<file path="src/rtl/axi_rd_responder.sv">
// axi_rd_responder
// AXI4 read-only responder for a synchronous instruction SRAM with
// one-cycle read latency. It accepts one burst at a time and generates
// per-beat word addresses for FIXED, INCR and WRAP bursts. R beats return
// through a 2-entry buffer that honours s_rready backpressure.
//
// Read data reaches the buffer in the cycle after sram_en. The buffer
// presents arriving data at its head in that same cycle when it is empty,
// so beat 0 is valid two cycles after the AR handshake. Data that is not
// taken in that cycle is stored, and it stays stable until it is popped.
module axi_rd_responder #(
  parameter int ADDR_W = 16,
  parameter int ID_W   = 4
) (
  input  logic              clk,
  input  logic              resetn,
  input  logic [ID_W-1:0]   s_arid,
  input  logic [31:0]       s_araddr,
  input  logic [7:0]        s_arlen,
  input  logic [2:0]        s_arsize,
  input  logic [1:0]        s_arburst,
  input  logic              s_aruser,
  input  logic              s_arvalid,
  output logic              s_arready,
  output logic [ID_W-1:0]   s_rid,
  output logic [31:0]       s_rdata,
  output logic [1:0]        s_rresp,
  output logic              s_rlast,
  output logic              s_rvalid,
  input  logic              s_rready,
  output logic              sram_en,
  output logic [ADDR_W-1:0] sram_addr,
  input  logic [31:0]       sram_dout
);

  typedef enum logic [1:0] {
    ST_IDLE  = 2'd0,
    ST_BURST = 2'd1,
    ST_DRAIN = 2'd2
  } state_t;

  typedef enum logic [1:0] {
    BURST_FIXED = 2'b00,
    BURST_INCR  = 2'b01,
    BURST_WRAP  = 2'b10,
    BURST_RSVD  = 2'b11
  } burst_t;

  localparam logic [1:0] RESP_OKAY   = 2'b00;
  localparam logic [1:0] RESP_SLVERR = 2'b10;

  // One buffered R beat.
  typedef struct packed {
    logic [31:0] data;
    logic [1:0]  resp;
    logic        last;
  } beat_t;

  // FSM and AR side
  state_t          state;
  state_t          state_next;
  logic            arready_q;
  logic            accept;

  // Latched burst context
  logic [ID_W-1:0] id_q;
  logic [31:0]     beat_addr;
  logic [7:0]      len_q;
  burst_t          burst_q;
  logic            err_q;
  logic [7:0]      issue_cnt;

  // AR decode
  logic            wrap_len_ok;
  logic            ar_err;
  burst_t          ar_burst_eff;

  // Address generation
  logic [31:0]     wrap_mask;
  logic [31:0]     addr_plus4;
  logic [31:0]     addr_next;

  // Issue and in-flight read tracking
  logic            issue;
  logic            last_issue;
  logic            inflight;
  logic            inflight_last;
  logic [1:0]      inflight_resp;

  // Output buffer
  beat_t           fifo_mem [2];
  logic            rd_ptr;
  logic            wr_ptr;
  logic [1:0]      count;
  beat_t           arrive;
  beat_t           head;
  logic            r_valid;
  logic            pop;
  logic            deq;
  logic            push;

  // The uncached hint has no effect on a read-only SRAM port.
  logic            unused_aruser;
  assign unused_aruser = s_aruser;

  // Classify the incoming request: find the burst type to execute and
  // whether every beat of it returns SLVERR.
  // NOTE: every signal written in an always_comb gets a default value first.
  // Without that, a path that skips an assignment infers a latch.
  always_comb begin
    wrap_len_ok  = (s_arlen == 8'd1) || (s_arlen == 8'd3) ||
                   (s_arlen == 8'd7) || (s_arlen == 8'd15);
    ar_burst_eff = burst_t'(s_arburst);
    ar_err       = 1'b0;
    if (s_arburst == BURST_RSVD) begin
      ar_burst_eff = BURST_INCR;
      ar_err       = 1'b1;
    end else if ((s_arburst == BURST_WRAP) && !wrap_len_ok) begin
      ar_burst_eff = BURST_INCR;
      ar_err       = 1'b1;
    end
    if (s_arsize != 3'b010) begin
      ar_err = 1'b1;
    end
  end

  // Compute the next beat address. The WRAP mask equals (len+1)*4-1.
  always_comb begin
    wrap_mask  = {22'd0, len_q, 2'b11};
    addr_plus4 = beat_addr + 32'd4;
    addr_next  = addr_plus4;
    case (burst_q)
      BURST_FIXED: addr_next = beat_addr;
      BURST_WRAP:  addr_next = (beat_addr & ~wrap_mask) | (addr_plus4 & wrap_mask);
      default:     addr_next = addr_plus4;
    endcase
  end

  // AR acceptance and SRAM issue. A read is issued only when the buffered
  // beats plus the read still in flight leave space for its data.
  always_comb begin
    accept     = arready_q && s_arvalid;
    issue      = (state == ST_BURST) &&
                 (({1'b0, count} + {2'b00, inflight}) < 3'd2);
    last_issue = issue && (issue_cnt == len_q);
  end

  // Buffer head selection. When the buffer is empty, the arriving SRAM
  // data is the head.
  always_comb begin
    arrive  = {sram_dout, inflight_resp, inflight_last};
    r_valid = (count != 2'd0) || inflight;
    head    = (count != 2'd0) ? fifo_mem[rd_ptr] : arrive;
    pop     = r_valid && s_rready;
    deq     = pop && (count != 2'd0);
    push    = inflight && !(pop && (count == 2'd0));
  end

  // Next-state logic: one burst at a time, and no AR/R overlap.
  always_comb begin
    state_next = state;
    case (state)
      ST_IDLE:  if (accept)              state_next = ST_BURST;
      ST_BURST: if (last_issue)          state_next = ST_DRAIN;
      ST_DRAIN: if (pop && head.last)    state_next = ST_IDLE;
      default:                           state_next = ST_IDLE;
    endcase
  end

  // State register. s_arready is registered from the next state.
  // NOTE: sequential state uses non-blocking assignments. Then every flop
  // samples the values from before the edge, whatever the statement order.
  always_ff @(posedge clk or negedge resetn) begin
    if (!resetn) begin
      state     <= ST_IDLE;
      arready_q <= 1'b1;
    end else begin
      state     <= state_next;
      arready_q <= (state_next == ST_IDLE);
    end
  end

  // Burst context. It is loaded at AR acceptance and advanced on each issue.
  always_ff @(posedge clk or negedge resetn) begin
    if (!resetn) begin
      id_q      <= '0;
      beat_addr <= '0;
      len_q     <= '0;
      burst_q   <= BURST_INCR;
      err_q     <= 1'b0;
      issue_cnt <= '0;
    end else if (accept) begin
      id_q      <= s_arid;
      beat_addr <= s_araddr & 32'hFFFF_FFFC;
      len_q     <= s_arlen;
      burst_q   <= ar_burst_eff;
      err_q     <= ar_err;
      issue_cnt <= '0;
    end else if (issue) begin
      beat_addr <= addr_next;
      issue_cnt <= issue_cnt + 8'd1;
    end
  end

  // Track the read issued last cycle, with its response and last tags.
  always_ff @(posedge clk or negedge resetn) begin
    if (!resetn) begin
      inflight      <= 1'b0;
      inflight_last <= 1'b0;
      inflight_resp <= RESP_OKAY;
    end else begin
      inflight      <= issue;
      inflight_last <= last_issue;
      inflight_resp <= err_q ? RESP_SLVERR : RESP_OKAY;
    end
  end

  // Buffer storage. The valid state lives in the pointers and count.
  // NOTE: the storage array has no reset. Nothing reads an entry before it
  // is written, and leaving the reset off keeps it a plain register file.
  always_ff @(posedge clk) begin
    if (push) begin
      fifo_mem[wr_ptr] <= arrive;
    end
  end

  // Buffer pointers and occupancy. A push and a pop in the same cycle
  // leave the count unchanged.
  always_ff @(posedge clk or negedge resetn) begin
    if (!resetn) begin
      rd_ptr <= 1'b0;
      wr_ptr <= 1'b0;
      count  <= 2'd0;
    end else begin
      if (push) wr_ptr <= ~wr_ptr;
      if (deq)  rd_ptr <= ~rd_ptr;
      case ({push, deq})
        2'b10:   count <= count + 2'd1;
        2'b01:   count <= count - 2'd1;
        default: count <= count;
      endcase
    end
  end

  // Outputs. R payload is forced to zero while no beat is valid.
  assign s_arready = arready_q;
  assign s_rid     = id_q;
  assign s_rvalid  = r_valid;
  assign s_rdata   = r_valid ? head.data : 32'd0;
  assign s_rresp   = r_valid ? head.resp : RESP_OKAY;
  assign s_rlast   = r_valid && head.last;
  assign sram_en   = issue;
  assign sram_addr = beat_addr[ADDR_W+1:2];

endmodule

</file>
<file path="config.mk">
export PLATFORM = sky130hd
export DESIGN_NAME = axi_rd_responder
export DESIGN_NICKNAME = d
export VERILOG_FILES = /design/src/rtl/axi_rd_responder.sv
export SDC_FILE = /design/constraint.sdc
export NUM_CORES = 1
export LEC_CHECK = 0
export ABC_CLOCK_PERIOD_IN_PS = 3100
export BUFFER_PORTS_ARGS = -buffer_cell sky130_fd_sc_hd__buf_2
export CORE_ASPECT_RATIO = 0.8
export CORE_UTILIZATION = 53
export CTS_CLUSTER_SIZE = 16
export DETAILED_ROUTE_END_ITERATION = 10
export GPL_ROUTABILITY_DRIVEN = 0
export PLACE_DENSITY = 0.78
export RECOVER_POWER = 100
export REMOVE_ABC_BUFFERS = 1
export SETUP_SLACK_MARGIN = 0.5
export SYNTH_ARGS = -nofsm -noshare
export SYNTH_HDL_FRONTEND = slang
export SYNTH_SLANG_ARGS = --single-unit
</file>
<file path="constraint.sdc">
create_clock -name clk -period 3.1 [get_ports clk]
set_clock_uncertainty 0.1 [all_clocks]
set_input_delay 0.31 -clock clk [delete_from_list [all_inputs] [get_ports clk]]
set_output_delay 0.31 -clock clk [all_outputs]
set_load 0.01 [all_outputs]
</file>
; Word-level counts from Yosys, hierarchy flattened
; Memory sizes are Yosys's and may differ from the RTL's.
; Cells that the tools add are included.
[op_classes]
n_shift = 0
addsub = 5
muxes = 21
bitwise_logic = 6
n_eq_ne = 14
n_reduce_logical = 24
order_cmp = 1
div_mod_pow = 0
multipliers = 0
[op_table]
columns = operator, count
row1 = $mux 32, 3
row2 = $pmux 32 s2, 1
row3 = $mux 35, 1
row4 = $add 32x3->32 const B, 1
row5 = $and 32x10->32, 1
row6 = $and 32x32->32, 1
row7 = $not 10->32, 1
row8 = $or 32x32->32, 1
row9 = $mux 8, 2
row10 = $mux 2, 7
row11 = $eq 2x2->1 const B, 5
row12 = $logic_and 1x1->1, 10
row13 = $add 8x1->8 const B, 1
row14 = $eq 8x1->1 const B, 1
row15 = $eq 8x2->1 const B, 1
row16 = $eq 8x3->1 const B, 1
row17 = $eq 8x4->1 const B, 1
row18 = $eq 8x8->1, 1
row19 = $logic_not 2->1, 4
row20 = $pmux 2 s3, 1
row21 = $reduce_bool 2->1, 3
row22 = $mux 1, 5
row23 = $eq 2x1->1 const B, 2
row24 = $logic_or 1x1->1, 4
row25 = 10 further kinds, 12
[totals]
wordCells = 86
latchBits = 0
memories = 1
in_bits = 86
regBits = 66
out_inout_bits = 58
ramBits = 70
mem_bits_ro = 0
[mem_list]
columns = name, depth, word_bits, rd, rd_ports_with_merged_regs, write_ports, line
row1 = fifo_mem, 2, 35, 1, 0, 1, 91  ; beat_t fifo_mem [2];

; Logic depth before layout (Yosys ltp)
[depth]
depth_word = 9
ltp_mapped = 8
mapped_depth_nobuf = 7

; Worst setup path before layout
; OpenSTA, ideal clock, no wires.
[synth_path]
path_type = reg-to-reg
from = reg inflight
to = mem fifo_mem[0][0] (netlist bit), enable pin
path_stages_with_launch = 4
period_less_slack_ps = 2774
path_buffers = 1
path_slack_ps = 326
arrival_time_ps = 2249
path_cell_list = dfrtp_1 > clkbuf_1 > nand2_1 > nor2_1
[synth_between]
elab_chain_len = 7
[synth_rtl]
columns = item, line
row1 = "start, declared", 86  ; logic inflight;
row2 = "start signal, assigned", 212  ; inflight <= issue;
row3 = $logic_or 1x1->1, 152  ; r_valid = (count != 2'd0) || inflight;
row4 = $logic_and 1x1->1, 154  ; pop = r_valid && s_rready;
row5 = $logic_and 1x1->1, 156  ; push = inflight && !(pop && (count == 2'd0));
row6 = $logic_not 1->1, 156
row7 = $logic_and 1x1->1 *, 156
row8 = $mux 1 *, 222  ; if (push) begin
row9 = $mux 1 (implied by the code) *, 223  ; fifo_mem[wr_ptr] <= arrive;
row10 = "end, declared", 91
; Every way passes the cells marked *; elsewhere a longest branch is shown, timed or not.

; Worst setup path in the final report
[layout_path]
from = reg rd_ptr
to = out s_rdata[22]
[layout_between]
elab_chain_len = 3
[layout_rtl]
columns = item, line
row1 = "start, declared", 92  ; logic rd_ptr;
row2 = "start signal, assigned", 236  ; if (deq) rd_ptr <= ~rd_ptr;
row3 = $mem_v2 2x35, n/a
row4 = $mux 35, 153  ; head = (count != 2'd0) ? fifo_mem[rd_ptr] : arrive;
row5 = $mux 32, 249  ; assign s_rdata = r_valid ? head.data : 32'd0;
row6 = "end, declared", 26  ; output logic [31:0] s_rdata,
; No other way between the ends.

==> flow_summary.yaml <==
setup_path:
  cp_data_arrival_time_ps: 2240
  rrSetupSlack_ps: 670
  critical-path-top-delay-family: "flip-flops"
  r2r_cells: 2
  r2r-end: "fifo_mem[1][31]"
  required_ps: 2690
  cp-start-kind: "flop"
  end_kind: "primary output"
  cp_max_fo: 24
  crit_slowest_cell: "dfrtp_2"
  worstPathBufferInverterCount: 2
  worstSetupPathType: "reg2out"
  cpMostUsedCell: "clkbuf_1"
  slowest_delay_ps: 830
  path_cells: "clkbuf_1 > mux2i_1 > o21ai_0 > clkbuf_1"
  r2r_start: "inflight"
min_path:
  hp-start: "s_arid[1]"
  hold_depth: 3
  min_to: "s_rid[1]"
  min_path_type: "in2reg"
clocking:
  numCtsBuffers: 17
  cts.sinks: 117
  cts_setup_buffers: 0
  clk_latency_ps: 400
  cts.htree.levels: 4
  cts_tree: "done"
  path_clk_slew_ps: 50
  cts_buffer_depth: 2
  clockRootBuffer: "clkbuf_16"
synthesis:
  syn_area_um2: 5490
  synth_enable_flop_cells: 68
  async_flop_share_pct: 41.9
  ys_types: 58
  yosysWarnings: 0
  synth_ff_type: "edfxtp_1"
  ys_seq_elements: 117
  avgSynthCellArea_um2: 11.5
  ys_seq_area_share_pct: 59.6
  syn_inst: 479
grt:
  grt_overflow: 0
  antenna_found_initial: 0
  grt_pass1_vias: 3945
  grt_usage_pct: 23.5
  grt_max_degree: 70
  grt_pass1_wl_um: 19200
placed_design:
  port_buffers: 125
  hpwl_um: 7910
die:
  die_area_um2: 10800
  die_y_um: 93.0
  start_util_pct: 55.7
  die_w_um: 116
  core_um2: 9850
  pin_count: 144
  rows: 32
pwr:
  ir_worst_vdd_mv: 0.474
  powerDensity_nw_per_um2: 1030
  p_total_mw: 7.21
  power.leakage_nw: 2.74
finish:
  regArea_um2: 3270
  nNetsFinal: 720
  multiInputGateArea_um2: 2050
  fill_cells: 772
  area_delta_synth_final_pct: 27.2
  drive_above_1_share_pct: 13.8
  antenna_cells: 0
detailed_routing:
  drt-pass1-iter-count: 5
  drtIter0Drc: 192
  drtAntennaViolNets: 0
  route.detailed.drc: 0
  wl_um: 12100
  num_vias: 4248
  routedWlPerCell_um: 15.5
  vias_per_cell: 5.45
run_status:
  outcome: "finished, final reports clean"
timing:
  rsz0062_at_grt: "no"
  finalHoldViolations: 0
  whs_ps: 16.9
  relSlewSlack_pct: 6.77
  setup_viol: 0
  fin_crit_sh_pct: 85.4
  max_freq_mhz: 378
  fin_crit_ps: 2650
  final-max-slew-violation-count: 0
  worst_pin_slew_ps: 1400
run:
  cap_violations: 0
## where the power goes
part | switching, mW | internal (mW) | total, mW
Clock | 0.652 | 1.34 | 1.99
Combinational | 1.53 | 1.00 | 2.54
Sequential | 0.480 | 2.21 | 2.69
Total | 2.66 | 4.55 | 7.21
## flip-flops by register name, summed over array words and instances (netlist names), named ones only
register and cells:
state 2, wr_ptr 1, inflight 1, inflight_resp 1
issue_cnt 8, fifo_mem 68, s_rid 4, s_arready 1
err_q 1, len_q 8, burst_q 2, beat_addr 9
rd_ptr 1, inflight_last 1, count 2
## routing by layer
metal	vias to the layer above	wire, µm	GRT usage (%)
li1	2080	-	-
met1	2027	5460	32.2
met2	135	5830	36.6
met3	6	699	6.74
met4	0	79	6.30
met5	-	0	0
## cell usage after synthesis (all sizes together), types with 6 or more instances
master	count	area [µm²]
edfxtp	68	2040
nand4	8	56.3
dfrtp	47	1180
mux2i	33	330
a31oi	10	62.6
xnor2	17	149
nand3	41	205
o21ai	50	250
nand2	59	229
o31ai	6	50.1
inv	6	22.5
a21oi	10	72.6
nor2	23	86.3
buf	15	85.1
clkbuf	11	41.3
## how the worst max path moves through the flow
| stage | startpoint | end | slack, ps | cells past startpoint |
|---|---|---|---|---|
| final | rd_ptr | s_rdata[22] | 450 | 4 |
| after global routing | rd_ptr | s_rdata[22] | 280 | 4 |
| after CTS | rd_ptr | s_rdata[26] | 650 | 4 |
| after detailed placement | inflight | fifo_mem[1][22] | 920 | 2 |
| after global placement | inflight | fifo_mem[1][22] | 940 | 2 |
| after floorplan | count[0] | fifo_mem[1][0] | -590 | 3 |
## cell type report
| cell class | count | area share [%] |
|---|---|---|
| flip-flops and latches | 117 | 46.9 |
| multi-input cells | 329 | 29.4 |
| repair buffers | 160 | 12.0 |
| clock buffers | 27 | 8.14 |
| well taps | 136 | 2.44 |
| clock inverters | 5 | 0.771 |
| inverters | 6 | 0.323 |
## cell usage in the layout, fill, tap and decap left out, types with 2 or more instances in the layout
| cell | count |
|---|---|
| clkbuf_1 | 92 |
| edfxtp_1 | 68 |
| nand2_1 | 58 |
| o21ai_0 | 50 |
| dfrtp_1 | 46 |
| nand3_1 | 41 |
| buf_2 | 40 |
| mux2i_1 | 33 |
| dlygate4sd3_1 | 28 |
| nor2_1 | 22 |
| clkbuf_16 | 21 |
| xnor2_1 | 17 |
| a31oi_1 | 10 |
| a21oi_1 | 9 |
| nand4_1 | 7 |
| inv_1 | 6 |
| nor3_1 | 5 |
| mux2_2 | 5 |
| or3_1 | 5 |
| o31ai_1 | 5 |
| and2_1 | 4 |
| or4_1 | 4 |
| xor2_1 | 4 |
| nor4_1 | 4 |
| nand2b_1 | 3 |
| a21o_1 | 3 |
| ha_1 | 3 |
| nor2b_1 | 2 |
| a211o_1 | 2 |
| o211ai_1 | 2 |
| a2bb2oi_1 | 2 |
| and3_2 | 2 |
| and4_1 | 2 |
| and3_1 | 2 |
| clkbuf_8 | 2 |
| clkinv_2 | 2 |
| clkbuf_2 | 2 |
## worst reg2reg max path: stages, from the launching register on
cell and delay (ps):
dfrtp_1 390, clkbuf_2 630, and3_2 910
## kinds of logic after synthesis
logic type                 after synthesis  synth area share (%)
DFF                                    117                  59.6
buffers and inverters                   33                  2.94
xor gates and xnor gates                21                  3.35
other                                    1                0.0683
AOI/OAI and AO/OA                       95                  10.8
adders and majority gates                3                 0.684
muxes                                   38                  7.04
and+or+nand+nor                        171                  15.5
## stage by stage
| stage | area (µm²) | utilization, % | setup slack (ps) | instances | TNS, ps |
|---|---|---|---|---|---|
| after floorplan | 5350 | - | -591 | 452 | -47090 |
| after global placement | 6220 | 63.1 | 936 | 720 | 0 |
| after detailed placement | 6220 | 63.1 | 917 | 720 | 0 |
| after CTS | 6980 | 70.8 | 650 | 766 | 0 |
| after global routing | 6980 | 70.9 | 280 | 780 | 0 |
| final | 6980 | 70.9 | 452 | 780 | 0 |
## repair_timing
item / in CTS / in global routing
endpoints found under the hold margin: 44 / 25
setup endpoints to repair: 0 / 8
hold buffers: 14 / 14
gates resized for setup: 0 / 1
Power figures use the tool's default switching activity.
